### src/rtl/execute_stage_md.sv
// RV32 execute stage: ALU, operand forwarding, branch compare, JALR target, optional M-extension.
// Define EXEC_MULDIV_EN to build the single-cycle multiplier and the iterative radix-2 divider.
module execute_stage_md #(
   parameter int XLEN = 32
) (
   input  logic            clk,
   input  logic            reset_n,
   input  logic            ValidE,
   input  logic            FlushE,
   input  logic [1:0]      ForwardAE,
   input  logic [1:0]      ForwardBE,
   input  logic [XLEN-1:0] RD1E,
   input  logic [XLEN-1:0] RD2E,
   input  logic [XLEN-1:0] ExtImmE,
   input  logic [XLEN-1:0] PCE,
   input  logic [XLEN-1:0] ALUResultM,
   input  logic [XLEN-1:0] ResultW,
   input  logic            ALUSrcE,
   input  logic [4:0]      ALUControlE,
   input  logic            BranchE,
   input  logic            JumpE,
   input  logic            JalrE,
   input  logic [2:0]      Funct3E,
   output logic [XLEN-1:0] ALUResultE,
   output logic [XLEN-1:0] WriteDataE,
   output logic [XLEN-1:0] PCTargetE,
   output logic            PCSrcE,
   output logic            StallE
);

   localparam int SHW = $clog2(XLEN);

   logic [XLEN-1:0] src_a;
   logic [XLEN-1:0] fwd_b;
   logic [XLEN-1:0] src_b;
   logic [XLEN-1:0] alu_res;
   logic [XLEN-1:0] mul_res;
   logic [XLEN-1:0] div_res;
   logic [XLEN-1:0] jalr_sum;
   logic [SHW-1:0]  shamt;
   logic            div_done;
   logic            br_cond;
   logic            a_eq;
   logic            a_lt;
   logic            a_ltu;

   always_comb begin
      case (ForwardAE)
         2'b01:   src_a = ResultW;
         2'b10:   src_a = ALUResultM;
         default: src_a = RD1E;
      endcase
      case (ForwardBE)
         2'b01:   fwd_b = ResultW;
         2'b10:   fwd_b = ALUResultM;
         default: fwd_b = RD2E;
      endcase
   end

   assign src_b      = ALUSrcE ? ExtImmE : fwd_b;
   assign WriteDataE = fwd_b;
   assign shamt      = src_b[SHW-1:0];

   always_comb begin
      alu_res = '0;
      case (ALUControlE)
         5'b00000: alu_res = src_a + src_b;
         5'b00001: alu_res = src_a - src_b;
         5'b00010: alu_res = src_a & src_b;
         5'b00011: alu_res = src_a | src_b;
         5'b00100: alu_res = src_a ^ src_b;
         5'b00101: alu_res = {{(XLEN-1){1'b0}}, $signed(src_a) < $signed(src_b)};
         5'b00110: alu_res = {{(XLEN-1){1'b0}}, src_a < src_b};
         5'b00111: alu_res = src_a << shamt;
         5'b01000: alu_res = src_a >> shamt;
         5'b01001: alu_res = $unsigned($signed(src_a) >>> shamt);
         5'b01010: alu_res = src_b;
         default:  alu_res = '0;
      endcase
   end

   // Branches compare against forwarded B, never the immediate-muxed operand.
   assign a_eq  = (src_a == fwd_b);
   assign a_lt  = ($signed(src_a) < $signed(fwd_b));
   assign a_ltu = (src_a < fwd_b);

   always_comb begin
      br_cond = 1'b0;
      case (Funct3E)
         3'b000:  br_cond = a_eq;
         3'b001:  br_cond = ~a_eq;
         3'b100:  br_cond = a_lt;
         3'b101:  br_cond = ~a_lt;
         3'b110:  br_cond = a_ltu;
         3'b111:  br_cond = ~a_ltu;
         default: br_cond = 1'b0;
      endcase
   end

   assign PCSrcE    = ValidE & (JumpE | (BranchE & br_cond));
   assign jalr_sum  = src_a + ExtImmE;
   assign PCTargetE = JalrE ? {jalr_sum[XLEN-1:1], 1'b0} : (PCE + ExtImmE);

   assign ALUResultE = div_done ? div_res : (ALUControlE[4] ? mul_res : alu_res);

`ifdef EXEC_MULDIV_EN
   // state  | meaning
   // S_IDLE | no divide in flight; a valid divide op starts on the next edge
   // S_CALC | one quotient bit per cycle, cnt_q counts XLEN-1 down to 0
   // S_DONE | result presented on ALUResultE for one cycle
   localparam logic [1:0] S_IDLE = 2'd0;
   localparam logic [1:0] S_CALC = 2'd1;
   localparam logic [1:0] S_DONE = 2'd2;
   localparam logic [SHW-1:0] CNT_INIT = SHW'(XLEN - 1);
   localparam logic [XLEN-1:0] INT_MIN = {1'b1, {(XLEN-1){1'b0}}};

   logic [1:0]        state_q, state_d;
   logic [SHW-1:0]    cnt_q, cnt_d;
   logic [XLEN-1:0]   quo_q, quo_d;
   logic [XLEN-1:0]   rem_q, rem_d;
   logic [XLEN-1:0]   dvs_q, dvs_d;
   logic [XLEN-1:0]   dvd_q, dvd_d;
   logic              negq_q, negq_d;
   logic              negr_q, negr_d;
   logic              dz_q, dz_d;
   logic              ovf_q, ovf_d;
   logic              remop_q, remop_d;

   logic              is_div;
   logic              start;
   logic              signed_op;
   logic              a_neg;
   logic              b_neg;
   logic [XLEN-1:0]   a_mag;
   logic [XLEN-1:0]   b_mag;
   logic [XLEN:0]     shifted;
   logic [XLEN:0]     diff;
   logic [XLEN-1:0]   q_val;
   logic [XLEN-1:0]   r_val;

   logic              mul_a_signed;
   logic              mul_b_signed;
   logic [2*XLEN+1:0] mul_a_w;
   logic [2*XLEN+1:0] mul_b_w;
   logic [2*XLEN+1:0] prod;
   logic              unused_prod;

   // Operands are sign- or zero-extended to 2*XLEN+2 bits so one multiplier covers all four variants.
   assign mul_a_signed = (ALUControlE[1:0] == 2'b01) | (ALUControlE[1:0] == 2'b10);
   assign mul_b_signed = (ALUControlE[1:0] == 2'b01);
   assign mul_a_w      = {{(XLEN+2){mul_a_signed & src_a[XLEN-1]}}, src_a};
   assign mul_b_w      = {{(XLEN+2){mul_b_signed & src_b[XLEN-1]}}, src_b};
   assign prod         = mul_a_w * mul_b_w;
   assign unused_prod  = &{1'b0, prod[2*XLEN+1:2*XLEN]};

   always_comb begin
      mul_res = '0;
      case (ALUControlE)
         5'b10000: mul_res = prod[XLEN-1:0];
         5'b10001,
         5'b10010,
         5'b10011: mul_res = prod[2*XLEN-1:XLEN];
         default:  mul_res = '0;
      endcase
   end

   assign is_div    = (ALUControlE[4:2] == 3'b101);
   assign start     = (state_q == S_IDLE) & ValidE & is_div & ~FlushE;
   assign signed_op = ~ALUControlE[0];
   assign a_neg     = signed_op & src_a[XLEN-1];
   assign b_neg     = signed_op & src_b[XLEN-1];
   assign a_mag     = a_neg ? (~src_a + 1'b1) : src_a;
   assign b_mag     = b_neg ? (~src_b + 1'b1) : src_b;
   assign shifted   = {rem_q, quo_q[XLEN-1]};
   assign diff      = shifted - {1'b0, dvs_q};

   always_comb begin
      state_d = state_q;
      cnt_d   = cnt_q;
      quo_d   = quo_q;
      rem_d   = rem_q;
      dvs_d   = dvs_q;
      dvd_d   = dvd_q;
      negq_d  = negq_q;
      negr_d  = negr_q;
      dz_d    = dz_q;
      ovf_d   = ovf_q;
      remop_d = remop_q;
      case (state_q)
         S_IDLE: begin
            if (start) begin
               state_d = S_CALC;
               cnt_d   = CNT_INIT;
               quo_d   = a_mag;
               rem_d   = '0;
               dvs_d   = b_mag;
               dvd_d   = src_a;
               negq_d  = a_neg ^ b_neg;
               negr_d  = a_neg;
               dz_d    = (src_b == '0);
               ovf_d   = signed_op & (src_a == INT_MIN) & (src_b == '1);
               remop_d = ALUControlE[1];
            end
         end
         S_CALC: begin
            if (!diff[XLEN]) begin
               rem_d = diff[XLEN-1:0];
               quo_d = {quo_q[XLEN-2:0], 1'b1};
            end else begin
               rem_d = shifted[XLEN-1:0];
               quo_d = {quo_q[XLEN-2:0], 1'b0};
            end
            if (cnt_q == '0) begin
               state_d = S_DONE;
            end else begin
               cnt_d = cnt_q - 1'b1;
            end
         end
         S_DONE:  state_d = S_IDLE;
         default: state_d = S_IDLE;
      endcase
      if (FlushE) begin
         state_d = S_IDLE;
      end
   end

   always_ff @(posedge clk or negedge reset_n) begin
      if (!reset_n) begin
         state_q <= S_IDLE;
         cnt_q   <= '0;
         quo_q   <= '0;
         rem_q   <= '0;
         dvs_q   <= '0;
         dvd_q   <= '0;
         negq_q  <= 1'b0;
         negr_q  <= 1'b0;
         dz_q    <= 1'b0;
         ovf_q   <= 1'b0;
         remop_q <= 1'b0;
      end else begin
         state_q <= state_d;
         cnt_q   <= cnt_d;
         quo_q   <= quo_d;
         rem_q   <= rem_d;
         dvs_q   <= dvs_d;
         dvd_q   <= dvd_d;
         negq_q  <= negq_d;
         negr_q  <= negr_d;
         dz_q    <= dz_d;
         ovf_q   <= ovf_d;
         remop_q <= remop_d;
      end
   end

   // Special cases override the magnitude result so latency stays fixed.
   always_comb begin
      q_val = negq_q ? (~quo_q + 1'b1) : quo_q;
      r_val = negr_q ? (~rem_q + 1'b1) : rem_q;
      if (dz_q) begin
         q_val = '1;
         r_val = dvd_q;
      end else if (ovf_q) begin
         q_val = dvd_q;
         r_val = '0;
      end
   end

   assign div_res  = remop_q ? r_val : q_val;
   assign div_done = (state_q == S_DONE);
   assign StallE   = start | (state_q == S_CALC);
`else
   logic unused_md;

   assign mul_res   = '0;
   assign div_res   = '0;
   assign div_done  = 1'b0;
   assign StallE    = 1'b0;
   assign unused_md = &{1'b0, clk, reset_n, FlushE};
`endif

endmodule

### config.mk
export PLATFORM = sky130hd
export DESIGN_NAME = execute_stage_md
export DESIGN_NICKNAME = d
export VERILOG_FILES = /design/src/rtl/execute_stage_md.sv
export SDC_FILE = /design/constraint.sdc
export NUM_CORES = 1
export LEC_CHECK = 0
export CORE_MARGIN = 10
export CORE_UTILIZATION = 50
export DETAILED_ROUTE_END_ITERATION = 10
export PLACE_DENSITY_LB_ADDON = 0.3
export SETUP_SLACK_MARGIN = 0.02
export SKIP_LAST_GASP = 1
export SLEW_MARGIN = 20
export SYNTH_ARGS = -nofsm -noshare
export SYNTH_HDL_FRONTEND = slang
export SYNTH_SLANG_ARGS = --single-unit
export TNS_END_PERCENT = 5
### constraint.sdc
create_clock -name vclk -period 23.2
set_input_delay 4.64 -clock vclk [all_inputs]
set_output_delay 4.64 -clock vclk [all_outputs]
set_load 0.01 [all_outputs]
==> impl_results.md, run 1 <==
- Vias: 19710
- Slew Limit Fails: 0
- Remaining Overflow, GRT: 0
- Hold Path Sink: PCSrcE
- DR iter-0 viols: 2913
- Synth-to-Final Area Change: 23.54%
- Crit path DAT: roughly 12000 ps
- Setup_tns: 0 ps
- Placed standard-cell area: approximately 18000 um^2
- Fin crit share: 70.03%
- Die area: 36240 um^2
- Hold Vio Cnt, Final: 0
- Final Worst Setup Slack: roughly 7000 ps
- Post-layout minimum cycle time: 16250 ps
- Top area cells in the synthesized netlist: ha_1, a21oi_1, o21ai_0, nand2_1, nor2_1
- # clk buffers: 0
- Wirelength, routed: 78210 um
- I/O Buffers: 306
- Switching power: 462.4 uW
- Synth top area share: 18.11%
- Clock power share: 0%
- Antenna violations before repair: 1
- Crit-path leading delay family: compound AO/OA/AOI/OAI gates
- Critical Path RT: 18560 ps
- Flop pwr share: 0%
- Post-route core utilization: 62.46%
- Gr usage total: 40.31%
- Global-route wire length before repair: between 100000 and 150000 um
- Crit Path Max Fanout: 32
- Critical path cell sequence: clkdlybuf4s50_1 -> inv_1 -> ha_2 -> a22oi_1 -> o21ai_1 -> inv_1 -> ha_1 -> fa_1 -> nor2b_1 -> o21ai_0 -> a31o_2 -> a31oi_4 -> a31oi_1 -> o31ai_1 -> o41ai_2 -> mux2_2 -> a221oi_1 -> nand3_1 -> clkdlybuf4s50_1
- Slew @ Worst Pin: roughly 1300 ps
- Cells after synthesis: around 2300
- Net count, final: 2920
- Share of layout cells above drive strength 1: 4.735%
- Worst setup EP type: output pin
- Synthesis Warnings: 0
- Initial core utilization: roughly half
- Commonest non-fill, non-tap cell in the layout: clkdlybuf4s50_1
- Yosys cell types: between 90 and 100
- HP Class: primary input to output pin
- Largest net degree at the start of global routing: 65
- Routed Antenna Nets: 0
- Slew margin rel.: a little over an eighth
- Yosys top cell by area: ha_1
- Max_cap viols: 0
- Comb pwr share: 100.0%
- Status: completed
- Synth Area per Inst: 6.390 um^2
- Power density over the cells: between 40 and 50 nW/um^2
- Post-CTS Resized: 0
- VDD IR max: 0.02484 mV
- Sequential cell count: 0
- Leak Pwr: ~7.8 nW
- Startpoint type of the worst setup path: primary input
- Die Wd: around 190 um
- First-pass DRT Iterations: 6
- Most frequent cells in the layout: clkdlybuf4s50_1, nand2_1, a21oi_1
- Hold Crit Start: ValidE
- Hold path cells: 4
- Final setup fails: 0
- CTS Hold Buffers Added: 0
- Post-DR vias/cell: 6.853
- Postcts setup bufs: 0
- I/O pin count: 310
- Pre-CTS WS: 7303 ps
- Syn Std Cell Area: 14510 um^2
- Residual DRC: 0
- ANT cells: 0
- # fillers: between 2000 and 3000
- Power Internal: 290.6 uW
- Die height: between 150 and 200 um
- Average wire per standard cell: between 20 and 30 um
- CP max stage delay: 1000 ps
- Post-synthesis sequential area ratio: 0%
- WP buf/inv: 4
- Highest Clock Rate: 0.06155 GHz
- Row cnt: 62
- WS Path Type: primary input to output pin
- Gpl congestion: about 1.2
- CP max-delay cell: o21ai_1
- Vias in the first global route: 18450
- Post-route cell area: 17930 um^2
- Unrepaired setup endpoints after global routing: false
- Post-DP HPWL: approximately 62000 um
- Post-synthesis net count: 2697
- Switching fraction of total power: between 60% and 70%
- Core area: approximately 29000 um^2
- Reg area: 0 um^2
-- power groups by stage --
| stage | Sequential (mW) | Clock (mW) | Combinational [mW] |
|---|---|---|---|
| finish | 0 | 0 | 0.753 |
| detailed placement | 0 | 0 | 0.719 |
| global route | 0 | 0 | 0.799 |
| CTS | 0 | 0 | 0.724 |
| global placement | 0 | 0 | 0.707 |
| floorplan | 0 | 0 | 0.448 |
-- cells by family (layout without fill, tap and decap cells) --
kind of cell | Yosys count | count (layout) | share of synthesized area, %
AOI/OAI and AO/OA | 891 | 891 | 39.60
muxes | 93 | 93 | 7.010
and+or+nand+nor | 694 | 694 | 21.62
other | 1 | 1 | 0.02584
adders and majority gates | 214 | 214 | 18.66
buffers and inverters | 294 | 515 | 8.019
xor gates and xnor gates | 84 | 84 | 5.070
-- synth_stat cells, drive strengths merged, types with 6 or more instances --
cell / number
o311ai: 9
a21oi: 238
a31oi: 24
a22oi: 66
a211o: 15
mux2: 10
ha: 210
a311oi: 9
clkbuf: 93
nor4: 12
o21ai: 225
a211oi: 42
nand3: 42
nand2: 242
o21bai: 13
xor2: 35
o22ai: 14
nand2b: 17
o221ai: 14
nor3: 49
a221oi: 33
a21boi: 7
o211ai: 33
o21a: 27
xnor2: 49
mux2i: 79
nand4: 15
buf: 52
inv: 148
nor2: 221
and3: 11
or3: 12
or2: 8
o31ai: 21
and2: 15
a21o: 42
nor2b: 29
a221o: 6
-- per-layer routing --
metal	track usage, %	vias to the layer above	part of all wire [%]
li1	-	8818	-
met2	62.72	1561	43
met1	48.17	9012	36
met4	27.50	2	8.3
met5	0	-	0.010
met3	9.839	316	13
-- worst min-delay path, delay by kind of cell --
kind / cells / cell delay, ps
AO/OA/AOI/OAI: 1 / 70
buffers and inverters: 2 / 880
AND/OR/NAND/NOR: 1 / 40
-- final cells by class --
class	instances	area (um^2)	area share, %
multi-input cells	1977	13380	74.66
inverters	149	559.3	3.120
well taps	384	480.5	2.680
repair buffers	366	3503	19.54
-- how the worst max path moves through the flow --
stage | from | to | slack [ps] | depth (start not counted)
floorplan | ForwardBE[0] | ALUResultE[22] | 9430 | 21
global placement | ForwardAE[0] | ALUResultE[30] | 7340 | 19
detailed placement | ForwardAE[0] | ALUResultE[30] | 7300 | 19
CTS | ForwardAE[0] | ALUResultE[30] | 7230 | 19
global route | ForwardBE[0] | ALUResultE[30] | 6790 | 19
finish | ForwardAE[0] | ALUResultE[30] | 6950 | 19
-- stage by stage --
step                hold slack (ps)  total power [mW]  cells
global placement              10260            0.7072   2876
CTS                           10260            0.7239   2876
global route                  10310            0.7985   2876
detailed placement            10260            0.7193   2876
floorplan                      9360            0.4477   2271
finish                        10260            0.7531   2876
(Power assumes the default switching activity.)
==> inputs of run 2 (changes only) <==
--- a/config.mk
+++ b/config.mk
@@ -6,7 +6,7 @@
 export NUM_CORES = 1
 export LEC_CHECK = 0
 export CORE_MARGIN = 10
-export CORE_UTILIZATION = 50
+export CORE_UTILIZATION = 49
 export DETAILED_ROUTE_END_ITERATION = 10
 export PLACE_DENSITY_LB_ADDON = 0.3
 export SETUP_SLACK_MARGIN = 0.02
==> constraint.sdc (replaced) <==
create_clock -name vclk -period 13.5
set_input_delay 2.7 -clock vclk [all_inputs]
set_output_delay 2.7 -clock vclk [all_outputs]
set_load 0.01 [all_outputs]
==> run 2 against run 1 <==
Against the previous run:
- routed wire length rose by 1.3%
- largest power group unchanged
- non-clock buffer count up 5
- via count is 0.12% lower
- die area increased by 1.8%
- largest cell class unchanged
- sequential cell count did not move
- critical path depth is 1 lower
- total power grew 73%
- critical path type unchanged
- count of clock-buffer cells in the layout unchanged
- setup slack got worse by 5500 ps
- critical endpoint is now ALUResultE[29]
==> impl_results.md, run 2 (synthesized netlist as in run 1, its figures left out) <==
- Status: completed
- Worst hold margin: 6412 ps
- Fin crit share: roughly nine tenths
- Placed Instances: 2881
- Flop pwr share: 0%
- Post-layout minimum cycle time: 12010 ps
- Net count, final: 2925
- Hold Vio Cnt, Final: 0
- Gpl congestion: 1.166
- Final setup fails: 0
- Residual DRC: 0
- Post-DP HPWL: 62840 um
- Crit Path Max Fanout: 64
- Highest Clock Rate: 0.08325 GHz
- Power density over the cells: 72.43 nW/um^2
- CTS Hold Buffers Added: 0
- Die area: 36900 um^2
- Post-route cell area: 17950 um^2
- ANT cells: 0
- Row cnt: 62
- CP max stage delay: ~1100 ps
- Crit path DAT: 9310 ps
- Routed Antenna Nets: 0
- Worst setup EP type: output pin
- Sequential cell count: 0
- Gr usage total: 40.17%
- Wirelength, routed: 79260 um
- Critical Path RT: 10800 ps
- Setup_tns: 0 ps
- Critical path cell sequence: clkdlybuf4s50_1 -> inv_1 -> ha_2 -> a21oi_1 -> buf_4 -> o21ai_0 -> ha_1 -> nor3_1 -> and2_1 -> nand2_1 -> a2bb2oi_1 -> a32oi_1 -> a21oi_1 -> o311ai_0 -> o31ai_1 -> xnor2_1 -> o21ai_0 -> clkdlybuf4s50_1
- Pre-CTS WS: 1759 ps
- Final Worst Setup Slack: around 1500 ps
- Die Wd: 192.1 um
- Slew @ Worst Pin: 1221 ps
- Synth-to-Final Area Change: 23.73%
- Slew margin rel.: 18.06%
- Comb pwr share: 100.0%
- Reg area: 0 um^2
- WS Path Type: primary input to output pin
- VDD IR max: 0.04283 mV
- Average wire per standard cell: 27.51 um
- DR iter-0 viols: roughly 2700
- Startpoint type of the worst setup path: primary input
- I/O pin count: 310
- Remaining Overflow, GRT: 0
- Clock power share: 0%
- Largest net degree at the start of global routing: 68
- Power Internal: approximately 500 uW
- Vias: between 15000 and 20000
- Max_cap viols: 0
- Post-CTS Resized: 0
- CP max-delay cell: ha_2
- Placed standard-cell area: 17950 um^2
- Core area: 28940 um^2
- Initial core utilization: approximately half
- Antenna violations before repair: 4
- Postcts setup bufs: 0
- Unrepaired setup endpoints after global routing: false
- Commonest non-fill, non-tap cell in the layout: clkdlybuf4s50_1
- Switching fraction of total power: 61.42%
- Slew Limit Fails: 0
- Most frequent cells in the layout: clkdlybuf4s50_1, nand2_1, a21oi_1
- First-pass DRT Iterations: 6
- I/O Buffers: 306
- Vias in the first global route: 18580
- HP Class: primary input to output pin
- Global-route wire length before repair: 114400 um
- Finished Layout Cells: around 2900
- # clk buffers: 0
- Share of layout cells above drive strength 1: 4.886%
- Leak Pwr: 7.778 nW
- Switching power: 798.7 uW
- Post-DR vias/cell: 6.833
- Die height: ~190 um
- # fillers: about 2800
[run 2: area by class of cell]
type,count,area (um^2),area share [%]
Multi-Input combinational cell,1977,13380,74.52
Timing Repair Buffer,371,3536,19.69
Tap cell,384,480.5,2.676
Inverter,149,559.3,3.115
[run 2: through the flow]
stage | util [%] | power [mW]
floorplan | - | 0.7694
finish | 62.05 | 1.300
CTS | 62.03 | 1.249
global placement | 62.03 | 1.221
global route | 62.05 | 1.375
detailed placement | 62.03 | 1.242
[run 2: final timing paths]
kind	end	from	cells past startpoint	slack [ps]
setup / recovery	ALUResultE[29]	ForwardBE[0]	18	1490
hold / removal	PCSrcE	ValidE	4	6410
[run 2: worst max-delay path, delay by kind of cell]
family | cells | cell delay [ps]
AO/OA/AOI/OAI | 8 | 2590
XOR/XNOR | 1 | 210
adder cells (fa/ha/maj) | 2 | 1530
buffers and inverters | 4 | 1420
AND/OR/NAND/NOR | 3 | 840
[run 2: power groups by stage]
stage               sequential [mW]  combinational (mW)  clock [mW]
floorplan                         0               0.769           0
global placement                  0                1.22           0
detailed placement                0                1.24           0
CTS                               0                1.25           0
global route                      0                1.38           0
finish                            0                1.30           0
[run 2: metal layers]
layer / global-route usage (%) / vias up / routed length (um)
li1: - / 8804 / -
met4: 29.61 / 6 / 6819
met2: 61.46 / 1486 / 33530
met1: 48.17 / 9061 / 28920
met5: 0 / - / 44
met3: 9.576 / 328 / 9945
==> inputs of run 3 (changes only) <==
==> constraint.sdc (replaced) <==
create_clock -name vclk -period 9.9
set_input_delay 1.98 -clock vclk [all_inputs]
set_output_delay 1.98 -clock vclk [all_outputs]
set_load 0.01 [all_outputs]
==> run 3 against run 2 <==
Against the previous run:
- the run now ends with negative setup slack left
- setup slack got worse by 1600 ps
- final area rose by 5.3%
- count of clock-buffer cells in the layout did not move
- critical path depth increased by 2
- via count up 7.6%
- sequential cell count is the same
- sequential share of layout area is the same
- critical path type unchanged
==> impl_results.md, run 3 (synthesized netlist as in run 1, its figures left out) <==
- Core area: 28940 um^2
- Placed Instances: between 3000 and 4000
- Wirelength, routed: between 80000 and 90000 um
- Failing checks: negative setup slack
- Max_cap viols: 0
- Finished Layout Cells: 3007
- Routed Antenna Nets: 0
- WP buf/inv: 6
- DR iter-0 viols: 3195
- WS Path Type: primary input to output pin
- Slew @ Worst Pin: between 1000 and 1500 ps
- CP max stage delay: between 600 and 700 ps
- Share of layout cells above drive strength 1: 9.275%
- Crit-path leading delay family: compound AO/OA/AOI/OAI gates
- Gpl congestion: 1.140
- Post-DP HPWL: between 60000 and 70000 um
- Slew Limit Fails: 0
- Global-route wire length before repair: ~120000 um
- Slew margin rel.: 9.403%
- Post-layout minimum cycle time: around 10000 ps
- Critical Path RT: 7920 ps
- Pre-CTS WS: 188.5 ps
- Vias: 21190
- I/O Buffers: 306
- Crit path DAT: 8010 ps
- Remaining Overflow, GRT: 0
- Reg area: 0 um^2
- Synth-to-Final Area Change: 30.29%
- Post-DR vias/cell: 7.047
- Row cnt: 62
- Critical path cell sequence: clkdlybuf4s50_1 -> inv_1 -> ha_1 -> a22oi_1 -> o21ai_1 -> inv_1 -> ha_1 -> fa_1 -> nor2b_1 -> o21ai_0 -> buf_4 -> a31o_2 -> a31oi_4 -> a31oi_1 -> o31ai_1 -> o41ai_2 -> buf_4 -> xnor2_1 -> o221ai_1 -> clkdlybuf4s50_1
- Commonest non-fill, non-tap cell in the layout: clkdlybuf4s50_1
- Net count, final: 3048
- Most frequent cells in the layout: clkdlybuf4s50_1, nand2_1, a21oi_1
- I/O pin count: 310
- Average wire per standard cell: 28.51 um
- Gr usage total: 43.63%
- Fin crit share: 100.9%
- Die height: 192.1 um
- Vias in the first global route: around 20000
- Crit Path Max Fanout: 12
- Final setup fails: 3
- Unrepaired setup endpoints after global routing: true
- Status: finished, violations left
- Initial core utilization: 50.15%
- CP max-delay cell: clkdlybuf4s50_1
- Residual DRC: 0
- Hold Vio Cnt, Final: 0
- Sequential cell count: 0
- Final Worst Setup Slack: -89.76 ps
- Die Wd: 192.1 um
- Antenna violations before repair: 8
- Worst setup EP type: output pin
- Largest net degree at the start of global routing: 73
- Die area: 36900 um^2
- # clk buffers: 0
- Highest Clock Rate: 0.1001 GHz
- HP Class: primary input to output pin
- Startpoint type of the worst setup path: primary input
- First-pass DRT Iterations: 7
==> run 3: cell count changes in the layout (fill, tap and decap cells not counted), sizes merged <==
cell,change
buf,+123
diode,+3
==> run 3: worst paths after layout <==
kind | from | endpoint | slack (ps) | depth (start not counted)
max | ForwardAE[1] | ALUResultE[28] | -90 | 20
min | ValidE | PCSrcE | 4950 | 4
==> run 3: what timing repair did <==
| item | in CTS | in global routing |
|---|---|---|
| resized for setup | 0 | 2 |
| endpoints found under the setup margin | 0 | 8 |
| hold buffers | 0 | 0 |
| setup buffers | 0 | 0 |
==> run 3: layout make-up <==
cell class | count | area [um^2]
Multi-Input combinational cell | 1977 | 13380
Timing Repair Buffer | 494 | 4484
Tap cell | 384 | 480.5
Fill cell | 2578 | 10030
Inverter | 149 | 559.3
Antenna cell | 3 | 7.507
==> run 3: stage by stage <==
| stage | area (um^2) | setup TNS, ps | utilization [%] | hold slack [ps] |
|---|---|---|---|---|
| 3_5_place_dp | 18890 | 0 | 65.28 | 4944 |
| 5_1_grt | 18900 | -161.1 | 65.32 | 4999 |
| 2_1_floorplan | 14510 | 0 | - | 4040 |
| 6_report | 18910 | -111.9 | 65.34 | 4948 |
| 4_1_cts | 18890 | 0 | 65.28 | 4951 |
| 3_3_place_gp | 18890 | 0 | 65.28 | 4938 |
==> run 3: worst min-delay path, cell delays in order <==
cell,delay (ps)
clkdlybuf4s50_1,400
o21ai_0,80
nor2_1,40
clkdlybuf4s50_1,470
==> run 3: per-layer routing <==
metal	GRT usage [%]	part of all wire (%)
met5	0	0.075
met3	14.54	15
met1	48.97	33
met2	67.62	42
met4	32.83	9.6
